**src/rtl/fft_bitrev_buf_pkg.sv**
```systemverilog
// Shared FFT helpers: packed complex word width, frame length and the
// bit-reversal permutation used to address the reorder banks.
package fft_bitrev_buf_pkg;

    localparam int max_log2n = 10;

    typedef logic [max_log2n-1:0] fft_addr_t;

    function automatic int dw_of(input int width);
        return 2 * width;
    endfunction

    function automatic int n_of(input int log2n);
        return 1 << log2n;
    endfunction

    // Reverses the low 'bits' bits of a; bits above 'bits' come back as zero.
    function automatic fft_addr_t bitrev(input fft_addr_t a, input int bits);
        fft_addr_t r;
        r = '0;
        for (int i = 0; i < max_log2n; i++) begin
            if (i < bits) begin
                r[i] = a[bits-1-i];
            end
        end
        return r;
    endfunction

endpackage

```
**src/rtl/fft_bitrev_buf_if.sv**
```systemverilog
// Valid/ready stream pair around the reorder buffer: natural-order samples in,
// bit-reversed samples out.
interface fft_bitrev_buf_if #(
    parameter int dw = 64
) ();
    logic          in_valid;
    logic          in_ready;
    logic [dw-1:0] in_data;
    logic          out_valid;
    logic          out_ready;
    logic [dw-1:0] out_data;
    logic          out_last;

    // The buffer sinks the input stream and sources the output stream.
    modport slave (
        input  in_valid, in_data, out_ready,
        output in_ready, out_valid, out_data, out_last
    );

    modport master (
        output in_valid, in_data, out_ready,
        input  in_ready, out_valid, out_data, out_last
    );
endinterface

```
**src/rtl/fft_bitrev_bank.sv**
```systemverilog
// One N x dw sample bank: a single synchronous write port and an
// asynchronous read port, so the drained sample is visible in the same cycle.
module fft_bitrev_bank #(
    parameter int dw    = 64,
    parameter int log2n = 3
) (
    input  logic             clk,
    input  logic             we,
    input  logic [log2n-1:0] waddr,
    input  logic [dw-1:0]    wdata,
    input  logic [log2n-1:0] raddr,
    output logic [dw-1:0]    rdata
);
    localparam int n = 1 << log2n;

    logic [dw-1:0] mem [n];

    always_ff @(posedge clk) begin
        if (we) begin
            mem[waddr] <= wdata;
        end
    end

    assign rdata = mem[raddr];

endmodule

```
**src/rtl/fft_bitrev_buf.sv**
```systemverilog
// Ping-pong bit-reversal reorder buffer feeding the first DIT butterfly stage;
// one bank fills in natural order while the other drains in bit-reversed order.
module fft_bitrev_buf
    import fft_bitrev_buf_pkg::*;
#(
    parameter int width = 32,
    parameter int log2n = 3
) (
    input  logic              clk,
    input  logic              rst_n,
    fft_bitrev_buf_if.slave   bus
);
    localparam int dw = dw_of(width);
    localparam int n  = n_of(log2n);
    localparam logic [log2n-1:0] cnt_max = log2n'(n - 1);

    logic             wr_bank_reg, wr_bank_next;
    logic [log2n-1:0] wr_cnt_reg,  wr_cnt_next;
    logic             rd_bank_reg, rd_bank_next;
    logic [log2n-1:0] rd_cnt_reg,  rd_cnt_next;
    logic [1:0]       full_reg,    full_next;

    logic             in_ready;
    logic             out_valid;
    logic             in_hs;
    logic             out_hs;
    logic [log2n-1:0] rd_addr;
    logic [dw-1:0]    rd_word [2];

    // Ready/valid depend only on registered flags, never on the partner handshake.
    assign in_ready  = !full_reg[wr_bank_reg];
    assign out_valid = full_reg[rd_bank_reg];
    assign in_hs     = bus.in_valid && in_ready;
    assign out_hs    = out_valid && bus.out_ready;
    assign rd_addr   = log2n'(bitrev(fft_addr_t'(rd_cnt_reg), log2n));

    always_comb begin
        wr_bank_next = wr_bank_reg;
        wr_cnt_next  = wr_cnt_reg;
        rd_bank_next = rd_bank_reg;
        rd_cnt_next  = rd_cnt_reg;
        full_next    = full_reg;

        if (in_hs) begin
            if (wr_cnt_reg == cnt_max) begin
                full_next[wr_bank_reg] = 1'b1;
                wr_bank_next           = !wr_bank_reg;
                wr_cnt_next            = '0;
            end else begin
                wr_cnt_next = wr_cnt_reg + 1'b1;
            end
        end

        // Fill and drain always target different banks, so both updates stand.
        if (out_hs) begin
            if (rd_cnt_reg == cnt_max) begin
                full_next[rd_bank_reg] = 1'b0;
                rd_bank_next           = !rd_bank_reg;
                rd_cnt_next            = '0;
            end else begin
                rd_cnt_next = rd_cnt_reg + 1'b1;
            end
        end
    end

    always_ff @(posedge clk or negedge rst_n) begin
        if (!rst_n) begin
            wr_bank_reg <= 1'b0;
            wr_cnt_reg  <= '0;
            rd_bank_reg <= 1'b0;
            rd_cnt_reg  <= '0;
            full_reg    <= '0;
        end else begin
            wr_bank_reg <= wr_bank_next;
            wr_cnt_reg  <= wr_cnt_next;
            rd_bank_reg <= rd_bank_next;
            rd_cnt_reg  <= rd_cnt_next;
            full_reg    <= full_next;
        end
    end

    generate
        for (genvar gi = 0; gi < 2; gi++) begin : g_bank
            logic bank_we;
            assign bank_we = in_hs && (wr_bank_reg == 1'(gi));

            fft_bitrev_bank #(
                .dw    (dw),
                .log2n (log2n)
            ) u_bank (
                .clk   (clk),
                .we    (bank_we),
                .waddr (wr_cnt_reg),
                .wdata (bus.in_data),
                .raddr (rd_addr),
                .rdata (rd_word[gi])
            );
        end
    endgenerate

    assign bus.in_ready  = in_ready;
    assign bus.out_valid = out_valid;
    assign bus.out_data  = out_valid ? rd_word[rd_bank_reg] : '0;
    assign bus.out_last  = out_valid && (rd_cnt_reg == cnt_max);

endmodule

```
**src/flat_wrapper.sv**
```systemverilog
// flat-port wrapper written by rule: the top's interface ports become plain ports
module fft_bitrev_buf_flat import fft_bitrev_buf_pkg::*;
#(
    parameter int width = 32,
    parameter int log2n = 3
)
  (clk, rst_n, bus_in_valid, bus_in_data, bus_out_ready, bus_in_ready, bus_out_valid, bus_out_data, bus_out_last);
  fft_bitrev_buf_if #(.dw(64)) bus_i ();
  input  logic clk;
  input  logic rst_n;
  input wire logic [$bits(bus_i.in_valid)-1:0] bus_in_valid;
  input wire logic [$bits(bus_i.in_data)-1:0] bus_in_data;
  input wire logic [$bits(bus_i.out_ready)-1:0] bus_out_ready;
  output wire logic [$bits(bus_i.in_ready)-1:0] bus_in_ready;
  output wire logic [$bits(bus_i.out_valid)-1:0] bus_out_valid;
  output wire logic [$bits(bus_i.out_data)-1:0] bus_out_data;
  output wire logic [$bits(bus_i.out_last)-1:0] bus_out_last;
  assign bus_i.in_valid = bus_in_valid;
  assign bus_i.in_data = bus_in_data;
  assign bus_i.out_ready = bus_out_ready;
  assign bus_in_ready = bus_i.in_ready;
  assign bus_out_valid = bus_i.out_valid;
  assign bus_out_data = bus_i.out_data;
  assign bus_out_last = bus_i.out_last;
  fft_bitrev_buf #(.width(width), .log2n(log2n)) u_core (.clk(clk), .rst_n(rst_n), .bus(bus_i));
endmodule
```
**config.mk**
```make
export PLATFORM = sky130hd
export DESIGN_NAME = fft_bitrev_buf_flat
export DESIGN_NICKNAME = d
export VERILOG_FILES = /design/src/rtl/fft_bitrev_buf_pkg.sv /design/src/rtl/fft_bitrev_buf_if.sv /design/src/rtl/fft_bitrev_bank.sv /design/src/rtl/fft_bitrev_buf.sv /design/src/flat_wrapper.sv
export SDC_FILE = /design/constraint.sdc
export NUM_CORES = 1
export LEC_CHECK = 0
export ABC_AREA = 1
export CAP_MARGIN = 20
export CORE_MARGIN = 3
export CORE_UTILIZATION = 41
export CTS_BUF_LIST = sky130_fd_sc_hd__clkbuf_4
export CTS_CLUSTER_DIAMETER = 60
export DETAILED_ROUTE_END_ITERATION = 10
export MAX_ROUTING_LAYER = met4
export PLACE_DENSITY = 0.58
export SYNTH_ARGS = -nofsm -noshare
export SYNTH_HDL_FRONTEND = slang
export SYNTH_HIERARCHICAL = 1
export SYNTH_SLANG_ARGS = --single-unit
export TNS_END_PERCENT = 20
```
**constraint.sdc**
```tcl
create_clock -name clk -period 9.89 [get_ports clk]
set_input_delay 1.4835 -clock clk [delete_from_list [all_inputs] [get_ports clk]]
set_output_delay 1.4835 -clock clk [all_outputs]
set_load 0.01 [all_outputs]
```
Word level (Yosys, flattened, before mapping)
Memory sizes are Yosys's and may differ from the RTL's.
Cells that the tools add are included.

storage, ports and cells
  RAM bits = 1024
  register bits after elaboration = 10
  input bits = 68
  output and inout bits = 67
  memories = 2

operators by class
  equal/unequal tests = 2
  bitwise operators = 5
  $lt $le $gt $ge = 5
  reductions and logical operators = 12
  add/sub/neg operators = 2
  muxes and demuxes = 22

memories
  name                         words  bits a word  read ports  clocked after memory_dff  write ports  line                   source
  u_core.g_bank[0].u_bank.mem  8      64           1           0                         1            fft_bitrev_bank.sv:16  logic [dw-1:0] mem [n];
  u_core.g_bank[1].u_bank.mem  8      64           1           0                         1            fft_bitrev_bank.sv:16

operator list
  kind                 count
  $mux 64              4
  $mux 1               10
  $mux 2               4
  $logic_and 1x1->1    7
  $add 3x1->3 const B  2
  $eq 3x3->1 const B   2
  $mux 3               2
  $lt 1x2->1 const B   2
  $reduce_and 2->1     2
  $logic_not 1->1      3
  $and 2x2->2          1
  $demux 1 s1          2
  $ge 1x1->1 const B   2
  $ge 2x2->1 const B   1
  $not 1->2            1
  $not 2->2            1
  $or 2x2->2           1
  $not 1->1            1

Depth between registers and ports, before layout
  word-level depth = 10
  gate-level depth with buffers = 13
  gate-level depth less buffers = 10

Modules after synthesis
Netlist, hierarchy kept.

modules (own cells, without submodules)
  module           seq. area each (µm²)  area an instance (µm²)  cells each  times used
  fft_bitrev_bank  15374.7               22376.5                 2230        2
  fft_bitrev_buf   250.2                 1830.5                  406         1

Worst setup path before layout
Ideal clock, no wire load.

  path type = input port to flip-flop
  from = in bus_in_valid
  to = mem u_core.g_bank[0].u_bank.mem[1][0], enable pin
  stages on the path = 4
  arrival = 4545 ps
  setup slack = 4858 ps
  path buffers = 0
  library setup time = 487 ps
  data required time = 9403 ps
  path through = nand2_1 > nor2_1 > nand2_1 > nor2_1

on the way
  longest elaborated chain between the ends = 4

ends and longest elaborated chain
  element                             line                   source
  start: declaration                  flat_wrapper.sv:11     input wire logic [$bits(bus_i.in_valid)-1:0] bus_in_valid;
  $logic_and 1x1->1                   fft_bitrev_buf.sv:33   assign in_hs = bus.in_valid && in_ready;
  $logic_and 1x1->1                   fft_bitrev_buf.sv:85   assign bank_we = in_hs && (wr_bank_reg == 1'(gi));
  named net u_core.g_bank[0].bank_we  fft_bitrev_buf.sv:84   logic bank_we;
  $mux 1                              fft_bitrev_bank.sv:19  if (we) begin
  $mux 1 (implied by the code)        fft_bitrev_bank.sv:20  mem[waddr] <= wdata;
  end: declaration                    fft_bitrev_bank.sv:16

The timed path passes the listed nets, and every way through them passes these cells.

==> flow_summary.json <==
{
  "ant_nets": 0,
  "period_needed_ns": 7.05,
  "synth_top_cell_area_share_pct": 66.0,
  "synth_area_leader_cell": "edfxtp_1",
  "drc": 0,
  "grt_max_degree": 191,
  "drtIter0Drc": 2302,
  "rsz0062_at_grt": "no",
  "cts.path.max_buffers": 4,
  "maxSlewHeadroom_pct": 23.4,
  "required_ns": 8.41,
  "syn_inst": 4866,
  "cp-start-kind": "flop",
  "std_cell_rows": 123,
  "die_h_um": 343,
  "cts-hold-fix-buffers": 0,
  "htree_num_levels": 5,
  "synth_compound_area_share_pct": 0.0752,
  "clk_pin_slew_ns": 0.07,
  "arrival_ns": 5.56,
  "synthesis.area_um2": 46600,
  "synthXorXnorAreaFrac_pct": 0,
  "cts_buffers": 298,
  "layout_setup_ws_ns": 2.84,
  "synth_top_family_by_area": "simple AND/OR/NAND/NOR gates",
  "synth_fp_nets": 4938,
  "dieWidth_um": 343,
  "cts_root_buf": "clkbuf_4",
  "min_path_type": "flop to flop",
  "initial_core_util_pct": 41.4,
  "fmax_ghz": 0.142,
  "path_common_cell": "nand2_1",
  "grt-ovfl-total": 0,
  "synth_cell_types": 19,
  "place_area_um2": 49000,
  "path_class": "flop to output pin",
  "grt_pass1_vias": 30996,
  "drive_gt1_share_pct": 9.83,
  "cp_cell_sequence": "buf_12, buf_4, buf_4, nand2_1, nand3_1, nand2_1, nand2_1, nand2_1, nand2_1, nand2_1, nand2_1, inv_1, clkdlybuf4s50_1",
  "critPathCaptureType": "output pin",
  "critPathTopFamily": "buffers and inverters",
  "synth_area_leaders": "edfxtp_1 66%, nand2_1 16%, inv_1 8.9%",
  "clock_latency_ns": 1.14,
  "maxCapViolCount": 0,
  "wirelength_mm": 120,
  "grt_first_pass_wirelength_mm": 183,
  "synth_edf_count": 1024,
  "grt_usage_pct": 21.1,
  "tns_ns": 0,
  "power_density_nw_per_um2": 257,
  "fin_util_pct": 46.7,
  "fin_nets": 5194,
  "synthArstFlopShare_pct": 0.967,
  "path_buf_inv": 5,
  "synth_mux_area_share_pct": 0,
  "synthTopCellsByCount": "1958 x nand2_1, 1103 x inv_1, 1024 x edfxtp_1, 516 x nand3_1, 125 x buf_2",
  "ys_seq_area_share_pct": 66.5,
  "ys.flop_type": "edfxtp_1",
  "hold_viol_final": 0,
  "antenna_found_initial": 6,
  "via_count": 32058,
  "cp_slowest_stage_delay_ns": 0.95,
  "fin_skew_ns": 0.0653,
  "fin_hold_ws_ns": 0.573,
  "cts_tree": "yes",
  "largest_register_ffs": 1024,
  "syn_area_per_cell_um2": 9.57,
  "drtPass1Iterations": 5,
  "status": "complete, no violations",
  "synth_most_common_cell": "nand2_1",
  "layout_worst_path_cycle_share_pct": 71.3,
  "synth_simple_gate_area_share_pct": 21.5,
  "area.growth.synth_to_final_pct": 12.9,
  "ys_seq_elements": 1034,
  "ios": 135,
  "worst_pin_slew_ns": 1.15,
  "slowest_stage": "dfrtp_4",
  "gp_congestion": 0.749,
  "dieArea_um2": 118000,
  "avgRoutedWirePerCell_um": 17.6,
  "port_buffers": 134,
  "vdd_drop_max_mv": 0.178,
  "synth_fa_ha_area_share_pct": 0.107,
  "post_cts_buffers": 0,
  "vias_per_cell": 4.70,
  "critPathMaxFanout": 190,
  "maxSlewViolCount": 0,
  "dp_hpwl_mm": 58.0,
  "setup_viol": 0,
  "clkSinkCount": 1034,
  "leakagePower_nw": 24.6,
  "postLayoutCellArea_um2": 52600,
  "core_area_um2": 113000,
  "cts-resized-gates": 0,
  "place_ws_ns": 3.91,
  "yosysWarnings": 6
}
power breakdown:
part	total [W]	switching (W)	leakage, nW	internal (W)
Sequential	0.00529	0.000165	9.35	0.00512
Clock	0.00380	0.00172	2.16	0.00208
Combinational	0.00441	0.00307	13.1	0.00134
Total	0.0135	0.00496	24.6	0.00854
final cells by class:
type	instances	area [um2]
fill	10670	60100
timing repair buffer	173	1680
tap	1500	1880
clock inverter	52	283
clock buffer	436	3270
antenna	5	12.5
multi-input combinational	2507	10200
inverter	1108	4190
sequential	1034	31000
placed cells by master (no fill, tap or decap):
cell	instances
inv_2	9
dfrtp_4	4
inv_6	2
clkinv_4	1
clkinv_1	36
ha_1	4
a31o_2	2
bufinv_16	3
buf_4	36
nand3_1	516
dfrtp_1	6
diode_2	5
nand2_4	1
o21ai_0	2
buf_12	2
a21boi_0	1
nand2_1	1958
clkbuf_4	436
buf_16	1
inv_1	1101
inv_8	2
inv_4	3
nand4_1	3
edfxtp_1	1024
clkdlybuf4s50_1	134
clkinv_2	3
or2_2	1
nor2_4	16
nor2_1	3
kinds of logic (layout without fill, tap and decap cells):
| group | Yosys count | after routing |
|---|---|---|
| compound gates | 5 | 5 |
| fa+ha+maj | 4 | 4 |
| buf+inv | 1325 | 1769 |
| flops | 1034 | 1034 |
| other cells | 0 | 5 |
| simple gates | 2498 | 2498 |
through the flow:
stage	std cells	total power (W)
final	6815	0.0135
after global routing	6815	0.0144
after CTS	6809	0.0137
after detailed placement	6321	0.00982
after global placement	6321	0.00980
after floorplan	4866	0.00825
metal layers:
| metal | track usage, % | vias up | wire [um] |
|---|---|---|---|
| met3 | 4.65 | 170 | 7950 |
| met1 | 27.5 | 15267 | 54000 |
| li1 | - | 15679 | - |
| met5 | - | - | 0 |
| met2 | 33.2 | 942 | 55800 |
| met4 | 6.67 | 0 | 2250 |
worst reg2reg max path: cells and delay by family, from the launching register on:
family / cells / cell delay, ns
simple gates: 6 / 1.61
flops: 1 / 0.43
buf+inv: 2 / 1.09
final timing paths:
check                                          start                                 end  slack (ns)  cells past startpoint
min in group asynchronous                      rst_n                u_core/rd_cnt_reg[2]        0.73                      1
worst max register to register    u_core/wr_bank_reg  u_core/g_bank[0].u_bank/mem[5][37]        6.31                      8
worst min-delay path              u_core/wr_bank_reg                  u_core/wr_bank_reg        0.57                      2
max in group asynchronous                      rst_n                u_core/rd_cnt_reg[0]        8.64                      1
worst min register to register    u_core/wr_bank_reg                  u_core/wr_bank_reg        0.57                      2
worst max-delay path            u_core/rd_cnt_reg[2]                    bus_out_data[43]        2.84                     13
(Power assumes the default switching activity.)
